`src/rtl/if_fetch_stage.sv`:
```
// ---------------------------------------------------------------------------
// if_fetch_stage
//
// Instruction fetch stage with a two-state fetch FSM (REQ / BUF), a one-entry
// skid buffer and the IF/ID pipeline register.
//
// A fetch is held on imem_req/imem_addr until the memory answers with a
// one-cycle imem_ack.
//
// If decode is stalled when the answer arrives, the instruction is parked in
// the skid buffer and the request is dropped until decode frees up. Redirects
// from decode (PCSrcD/nPC) are remembered until the current fetch completes,
// because PCF must not move while a request is outstanding.
//
// Configuration macro: BRANCH_DELAY_SLOT_EN
//   defined   : the instruction being fetched when a redirect is taken
//               (the delay slot) is delivered normally.
//   undefined : that instruction is squashed (delivered as a bubble).
//
// Ports
//   clk         in   clock, all state updates on rising edge
//   reset       in   synchronous active-high reset
//   nPC         in   32  redirect target from decode
//   PCSrcD      in   redirect taken in decode (sampled when StallD=0)
//   StallD      in   hold the IF/ID register
//   imem_req    out  fetch request at imem_addr
//   imem_addr   out  32  current fetch address (PCF)
//   imem_ack    in   one-cycle pulse, imem_rdata valid
//   imem_rdata  in   32  fetched instruction
//   InstrD      out  32  IF/ID instruction
//   PCD         out  32  IF/ID PC
//   PCplus4D    out  32  IF/ID PC+4
//   ValidD      out  IF/ID holds a real instruction (0 = bubble)
// ---------------------------------------------------------------------------
module if_fetch_stage #(
  parameter logic [31:0] RESET_PC = 32'h0000_3000
) (
  input  logic        clk,
  input  logic        reset,
  input  logic [31:0] nPC,
  input  logic        PCSrcD,
  input  logic        StallD,
  output logic        imem_req,
  output logic [31:0] imem_addr,
  input  logic        imem_ack,
  input  logic [31:0] imem_rdata,
  output logic [31:0] InstrD,
  output logic [31:0] PCD,
  output logic [31:0] PCplus4D,
  output logic        ValidD
);

  typedef enum logic {
    S_REQ = 1'b0,
    S_BUF = 1'b1
  } state_e;

  state_e      state_q, state_d;
  logic [31:0] pc_q, pc_d;
  logic [31:0] buf_q, buf_d;
  logic [31:0] redir_pc_q, redir_pc_d;
  logic        redir_pending_q, redir_pending_d;
  logic        squash_q, squash_d;
  logic [31:0] instr_q, instr_d;
  logic [31:0] pcd_q, pcd_d;
  logic [31:0] pc4_q, pc4_d;
  logic        valid_q, valid_d;

  logic        redirect;
  logic        complete;
  logic        squash;
  logic        slot_kill;
  logic [31:0] pc_plus4;
  logic [31:0] next_pc;
  logic [31:0] fetched;

  // slot_kill marks whether a taken redirect kills the instruction that is
  // in flight at the time it is taken.
`ifdef BRANCH_DELAY_SLOT_EN
  assign slot_kill = 1'b0;
`else
  assign slot_kill = 1'b1;
`endif

  assign redirect = PCSrcD & ~StallD;
  // A fetch completes when its instruction is handed to decode: either
  // straight from memory or from the skid buffer.
  assign complete = ~StallD & ((state_q == S_REQ && imem_ack) || state_q == S_BUF);
  // A redirect taken in the completing cycle applies to that same instruction.
  assign squash   = slot_kill & (squash_q | redirect);
  assign pc_plus4 = pc_q + 32'd4;
  // A fresh redirect wins over an older pending one.
  assign next_pc  = redirect ? nPC : (redir_pending_q ? redir_pc_q : pc_plus4);
  assign fetched  = (state_q == S_BUF) ? buf_q : imem_rdata;

  // Request is gated combinationally by reset so that it is low during the
  // reset cycle itself, which makes the memory abort any pending access.
  assign imem_req  = (state_q == S_REQ) & ~reset;
  assign imem_addr = pc_q;
  assign InstrD    = instr_q;
  assign PCD       = pcd_q;
  assign PCplus4D  = pc4_q;
  assign ValidD    = valid_q;

  // Next-state logic for the fetch FSM, PC, redirect bookkeeping, skid
  // buffer and IF/ID register.
  always_comb begin
    state_d         = state_q;
    pc_d            = pc_q;
    buf_d           = buf_q;
    redir_pc_d      = redir_pc_q;
    redir_pending_d = redir_pending_q;
    squash_d        = squash_q;
    instr_d         = instr_q;
    pcd_d           = pcd_q;
    pc4_d           = pc4_q;
    valid_d         = valid_q;

    if (complete) begin
      // PCF moves only here, so imem_addr is stable while a request is out.
      state_d         = S_REQ;
      pc_d            = next_pc;
      redir_pending_d = 1'b0;
      squash_d        = 1'b0;
      if (squash) begin
        instr_d = 32'd0;
        valid_d = 1'b0;
      end else begin
        instr_d = fetched;
        pcd_d   = pc_q;
        pc4_d   = pc_plus4;
        valid_d = 1'b1;
      end
    end else begin
      if (redirect) begin
        redir_pending_d = 1'b1;
        redir_pc_d      = nPC;
        squash_d        = slot_kill;
      end
      if (state_q == S_REQ && imem_ack && StallD) begin
        buf_d   = imem_rdata;
        state_d = S_BUF;
      end
      if (state_q == S_REQ && !imem_ack && !StallD) begin
        instr_d = 32'd0;
        valid_d = 1'b0;
      end
    end
  end

  // State register for the whole stage; reset discards any outstanding or
  // buffered instruction.
  always_ff @(posedge clk) begin
    if (reset) begin
      state_q         <= S_REQ;
      pc_q            <= RESET_PC;
      buf_q           <= 32'd0;
      redir_pc_q      <= 32'd0;
      redir_pending_q <= 1'b0;
      squash_q        <= 1'b0;
      instr_q         <= 32'd0;
      pcd_q           <= 32'd0;
      pc4_q           <= 32'd0;
      valid_q         <= 1'b0;
    end else begin
      state_q         <= state_d;
      pc_q            <= pc_d;
      buf_q           <= buf_d;
      redir_pc_q      <= redir_pc_d;
      redir_pending_q <= redir_pending_d;
      squash_q        <= squash_d;
      instr_q         <= instr_d;
      pcd_q           <= pcd_d;
      pc4_q           <= pc4_d;
      valid_q         <= valid_d;
    end
  end

endmodule

```
`config.mk`:
```
export PLATFORM = sky130hd
export DESIGN_NAME = if_fetch_stage
export DESIGN_NICKNAME = d
export VERILOG_FILES = /design/src/rtl/if_fetch_stage.sv
export SDC_FILE = /design/constraint.sdc
export NUM_CORES = 1
export LEC_CHECK = 0
export CAP_MARGIN = 15
export CORE_MARGIN = 2
export CORE_UTILIZATION = 45
export DETAILED_ROUTE_END_ITERATION = 8
export MAX_ROUTING_LAYER = met4
export PLACE_DENSITY_LB_ADDON = 0.05
export SYNTH_ARGS = -nofsm -noshare
export SYNTH_HDL_FRONTEND = slang
export SYNTH_SLANG_ARGS = --single-unit
```
`constraint.sdc`:
```
create_clock -name clk -period 2.1 [get_ports clk]
set_input_delay 0.21 -clock clk [delete_from_list [all_inputs] [get_ports clk]]
set_output_delay 0.21 -clock clk [all_outputs]
set_load 0.01 [all_outputs]
```
==> results of run 1 <==
==> metal layers <==
metal  track usage (%)  vias up
met3              4.25       49
met1              31.6     3727
li1                  -     3983
met4              10.8        0
met2              43.5      227
met5                 -        -
==> power groups by stage <==
stage          combinational [uW]  sequential [uW]  clock, uW
3_3_place_gp                 1060             3960          0
3_5_place_dp                 1060             3960          0
5_1_grt                      1150             3890       3560
4_1_cts                      1070             3870       3400
2_1_floorplan                 470             3980          0
6_report                     1060             3870       3350
==> final timing paths <==
check                           slack (ns)  cells after the start            end
worst max-delay path                  0.08                      5   PCplus4D[31]
worst min-delay path                  0.15                      2  redir_pc_q[7]
worst max register to register        0.08                      5   PCplus4D[31]
worst min register to register        0.44                      2         ValidD
==> sequential cells by signal, indices dropped and copies added (netlist names) <==
| signal | cells |
|---|---|
| PCD | 32 |
| squash_q | 1 |
| ValidD | 1 |
| imem_addr | 32 |
| buf_q | 32 |
| redir_pc_q | 32 |
| state_q | 1 |
| PCplus4D | 30 |
| InstrD | 32 |
==> final cells by class <==
class / instances / share of cell area [%]
timing repair buffer: 275 / 23.1
clock buffer: 18 / 3.86
sequential: 193 / 34.0
tap: 229 / 2.52
clock inverter: 14 / 1.50
multi-input combinational: 745 / 34.7
inverter: 9 / 0.297
==> logic make-up after synthesis <==
family,after synthesis,share of synthesized area (%)
mux,33,4.04
simple gates,410,21.7
fa+ha+maj,1,0.153
xor+xnor,21,2.24
compound gates,280,19.7
flops,193,47.1
buf+inv,102,5.07
==> stage by stage <==
step,instance area (um^2),cells
after floorplan,8200,1040
after global placement,10800,1451
after detailed placement,10800,1451
after CTS,11400,1483
after global routing,11400,1483
final,11400,1483
==> cell usage in the layout, fill, tap and decap left out, drive strengths merged, types with 2 or more instances in the layout <==
master         synthesis  layout
nor3                  12      12
a221o                  4       4
xnor2                 10      10
buf                   22      78
o31ai                  3       3
clkinv                 0       5
and3                   5       5
nor2b                  6       6
o31a                   4       4
o211a                  2       2
nand2b                 3       3
nand3b                 2       2
a31oi                  9       9
mux2i                 32      32
nand4                  9       9
bufinv                 0       2
or2                    4       4
a21oi                151     151
o21ai                 59      59
xor2                  11      11
inv                    9      15
or3                    2       2
a211oi                27      27
clkbuf                71      18
nand2                271     271
nor2                  47      47
nand3                 27      27
nor4                   6       6
clkdlybuf4s50          0     197
a21o                   2       2
dfxtp                193     193
and2                   3       3
a221oi                10      10
or4                    5       5
a311oi                 2       2
and4                   7       7
==> timing repair <==
action / CTS / global route
gates resized for setup: 0 / 2
endpoints found under the setup margin: 0 / 1
hold buffers: 0 / 0
==> results_dict.tcl, run 1 <==
set metrics [dict create \
    portBuffers 198 \
    cts_inserted_buffers 17 \
    chipHeight_um 139 \
    clock-sinks 193 \
    drc 0 \
    ys_types 51 \
    path_delay_family "simple AND/OR/NAND/NOR gates" \
    antenna_found_initial 0 \
    fin_nets 1311 \
    path_cells "nand4_4, or4_4, or4_1, a21o_1, nand2_1" \
    core_um2 17900 \
    wl_per_cell_um 16.8 \
    switching_share_pct 26.1 \
    holdCritStartpoint "reset" \
    pin_count 199 \
    hold_viol 0 \
    place.gp.congestion 0.867 \
    required_ns 2.47 \
    hp-class "input pin to flop" \
    crit_fanout 5 \
    async_flop_share_pct 0 \
    drtPass1Iterations 5 \
    track_usage_pct 26.1 \
    worst_slack_ns 0.0818 \
    grt_pass1_vias 7449 \
    grt_max_degree 87 \
    tns_ns 0 \
    num_vias 7986 \
    post-place-ws_ns 0.0533 \
    timing.rr.start "imem_addr[22]" \
    synthTopCellsByArea "dfxtp_1, nand2_1, a21oi_1" \
    synth.most_common_cell "nand2_1" \
    fin_hold_ws_ns 0.155 \
    relSlewSlack_pct 55.8 \
    grt_overflow 0 \
    rsz0062_at_grt "no" \
    antenna_left 0 \
    critPathLaunch "imem_addr[22]" \
    yosys.area.top_type "dfxtp_1" \
    post_cts_buffers 0 \
    drt-total-wl_um 24900 \
    synth_common_cells "nand2_1, dfxtp_1, a21oi_1" \
    die_w_um 139 \
    maxClockFrequency_mhz 496 \
    nFillCells 1648 \
    slowest_delay_ns 0.61 \
    synth_top_area_share_pct 47.1 \
    status "finished, final reports clean" \
    antenna_cells 0 \
    critPathKind "flop to flop" \
    period_share_pct 96.1 \
    cts_root_buf "clkbuf_16" \
    cts_max_path_buffers 2 \
    syn_inst 1040 \
    syn2layout_area_growth_pct 38.6 \
    clk_latency_ns 0.44 \
    yosys_warnings 0 \
    end_kind "flop" \
    skew_ns 0.0105 \
    tightest_slew_ns 0.663 \
    syn-num-nets 1110 \
    p_leak_uw 0.00397 \
    cts_tree "built" \
    start_kind "flop" \
    viasPerCell 5.39 \
    synth_edf_count 0 \
    seq_area_um2 3870 \
    multi_input_area_um2 3950 \
    crit_buf_inv 0 \
    synth_area_um2 8200 \
    comb_power_share_pct 12.8 \
    fin_util_pct 63.5 \
    setup_viol 0 \
    initialDrtViolationCount 412 \
    clkPwrFrac_pct 40.4 \
    wl_met1_um 10800 \
    p_seq_share_pct 46.7 \
    hpwl_um 17500 \
    maxCapViolCount 0 \
    synth_area_per_cell_um2 7.88 \
    cts_max_level 4 \
    worst_ep_arrival_time_ns 2.39 \
    crit_slowest_cell "or4_4" \
    num_rows 49 \
    p_int_uw 6130 \
    power_uw 8290 \
    yosys_register_bits 193 \
    grt_pass1_wl_um 39500 \
    net-switching-power_uw 2160 \
    finalCriticalPeriod_ns 2.02 \
    drive_gt1_share_pct 10.2 \
    pwr_density_cell_nw_per_um2 730 \
    ys.flop_type "dfxtp_1" \
    yosysSeqAreaShare_pct 47.1 \
    drv_slew 0 \
    met2WireLength_um 12100 \
    ir_worst_vdd_v 0.000563 \
    clk_pin_slew_worst_paths_ns 0.08 \
    dr_wl_met3_um 1220 \
    top_layer "met4" \
    die_area_um2 19300 \
    start_util_pct 45.8 \
]
Note: power is estimated with default switching activity, not from simulation.
==> run 2, diff against run 1 <==
Settings changed: CAP_MARGIN 15 to default, CTS_CLUSTER_DIAMETER from default to 80.
==> results of run 2 <==
No change in the layout: final DEF, timing and power equal those of run 1.
==> run 3, diff against run 2 <==
Settings changed: CELL_PAD_IN_SITES_DETAIL_PLACEMENT from default to 0, CELL_PAD_IN_SITES_GLOBAL_PLACEMENT from default to 1, CORE_UTILIZATION 45 to 32.
==> results_dict.tcl, run 3 (same netlist as run 1, synthesis figures left out) <==
set metrics [dict create \
    start_kind "flop" \
    hp-class "input pin to flop" \
    track_usage_pct 20.9 \
    start_util_pct 32.6 \
    timing.rr.start "imem_addr[2]" \
    clk_latency_ns 0.43 \
    p_leak_uw 0.00408 \
    p_int_uw 5920 \
    required_ns 2.44 \
    drv_slew 0 \
    holdBufCountCts 0 \
    grt_pass1_wl_um 42500 \
    worst_ep_arrival_time_ns 2.41 \
    chipHeight_um 164 \
    status "finished, final reports clean" \
    die_area_um2 26900 \
    wl_per_cell_um 17.2 \
    placed_cell_area_um2 11100 \
    maxCapViolCount 0 \
    num_rows 58 \
    relSlewSlack_pct 56.5 \
    cts_inserted_buffers 17 \
    finalInstanceArea_um2 11700 \
    ir_worst_vdd_v 0.000515 \
    setup_viol 0 \
    clkPwrFrac_pct 39.1 \
    drt-total-wl_um 27600 \
    gr-usage-met1_pct 25.4 \
    grt_overflow 0 \
    drc 0 \
    final_common_cell "nand2_1" \
    maxClockFrequency_mhz 483 \
    skew_ns 0.0124 \
    nFillCells 2602 \
    tightest_slew_ns 0.648 \
    drive_gt1_share_pct 11.5 \
    comb_power_share_pct 13.7 \
    cts_max_path_buffers 2 \
    gr-usage-met3_pct 3.43 \
    place.gp.congestion 0.813 \
    num_vias 7945 \
    drtPass1Iterations 4 \
    antenna_cells 0 \
    most-common-layout-cells "nand2_1, clkdlybuf4s50_1, dfxtp_1" \
    syn2layout_area_growth_pct 42.4 \
    pwr_density_cell_nw_per_um2 702 \
    antenna_found_initial 0 \
    cts_max_level 4 \
    clock-sinks 193 \
    critPathKind "flop to flop" \
    holdCritStartpoint "reset" \
    crit_fanout 5 \
    initialDrtViolationCount 476 \
    period_share_pct 98.6 \
    grt_pass1_vias 7624 \
    fin_nets 1331 \
    switching_share_pct 27.8 \
    cts_tree "built" \
    portBuffers 198 \
    use_met2_pct 35.2 \
    finalCriticalPeriod_ns 2.07 \
    net-switching-power_uw 2280 \
    cts_root_buf "clkbuf_16" \
    top_usage_layer "met2" \
    viasPerCell 4.95 \
    tns_ns 0 \
    end_kind "flop" \
    core_um2 25200 \
    die_w_um 164 \
    p_seq_share_pct 47.2 \
    hpwl_um 19600 \
    antenna_left 0 \
    hold_viol 0 \
    pin_count 199 \
    critPathLaunch "imem_addr[2]" \
    grt_max_degree 66 \
    clk_pin_slew_worst_paths_ns 0.08 \
]
-- run 3: cell types whose count changed in the layout (fill, tap and decap cells not counted), moves of 2 or more --
cell       previous run  this run
bufinv_16             2         0
dfxtp_2               3         1
dfxtp_1             190       192
buf_4                73        87
inv_8                 1         5
buf_12                5        11
clkinv_4              3         0
-- run 3: critical path, cell delays in order, from the launching register on --
cell      delay (ns)
dfxtp_1         0.35
ha_1            0.21
nand4_1         0.09
buf_4           0.18
buf_4           0.13
nor3_1          0.50
buf_4           0.22
xnor2_1         0.06
a211oi_1        0.25
-- run 3: power by group through the flow --
stage	registers [uW]	clock network (uW)	logic (uW)
2_1_floorplan	3980	0	470
3_3_place_gp	3950	0	1130
3_5_place_dp	3950	0	1130
4_1_cts	3870	3300	1140
5_1_grt	3880	3460	1220
6_report	3870	3210	1120
-- run 3: what timing repair did --
action,CTS,global route
resized for setup,0,1
endpoints found under the setup margin,0,8
hold endpoints to repair,0,0
buffers inserted,0,1
-- run 3: cell type report --
type / instances / area [um^2] / area share (%)
sequential: 193 / 3860 / 33.1
timing repair buffer: 295 / 2850 / 24.4
clock inverter: 14 / 135 / 1.16
inverter: 9 / 33.8 / 0.289
tap: 330 / 413 / 3.54
clock buffer: 18 / 429 / 3.68
multi-input combinational: 745 / 3950 / 33.9
-- run 3: worst paths after layout --
check,to,slack (ns),cells past startpoint
worst max register to register,PCplus4D[12],0.03,8
worst min-delay path,redir_pc_q[14],0.15,2
worst min register to register,ValidD,0.44,2
worst max-delay path,PCplus4D[12],0.03,8
-- run 3: per-stage QoR --
step | util, % | hold WS, ns | worst slack (ns) | power, uW | cells
final | 46.4 | 0.147 | 0.0290 | 8200 | 1604
after global routing | 46.4 | 0.143 | -0.00218 | 8560 | 1604
after detailed placement | 44.1 | 0.433 | -0.0612 | 5090 | 1571
after floorplan | - | 0.346 | 0.0230 | 4450 | 1040
after CTS | 46.3 | 0.128 | 0.0233 | 8310 | 1603
after global placement | 44.1 | 0.430 | -0.0155 | 5080 | 1571
-- run 3: metal layers --
metal / vias to the layer above / wire (um) / share of wire (%)
met5: - / 0 / 0
met4: 0 / 772 / 2.8
met3: 37 / 1010 / 3.6
met2: 197 / 13500 / 49
met1: 3706 / 12300 / 45
li1: 4005 / - / -
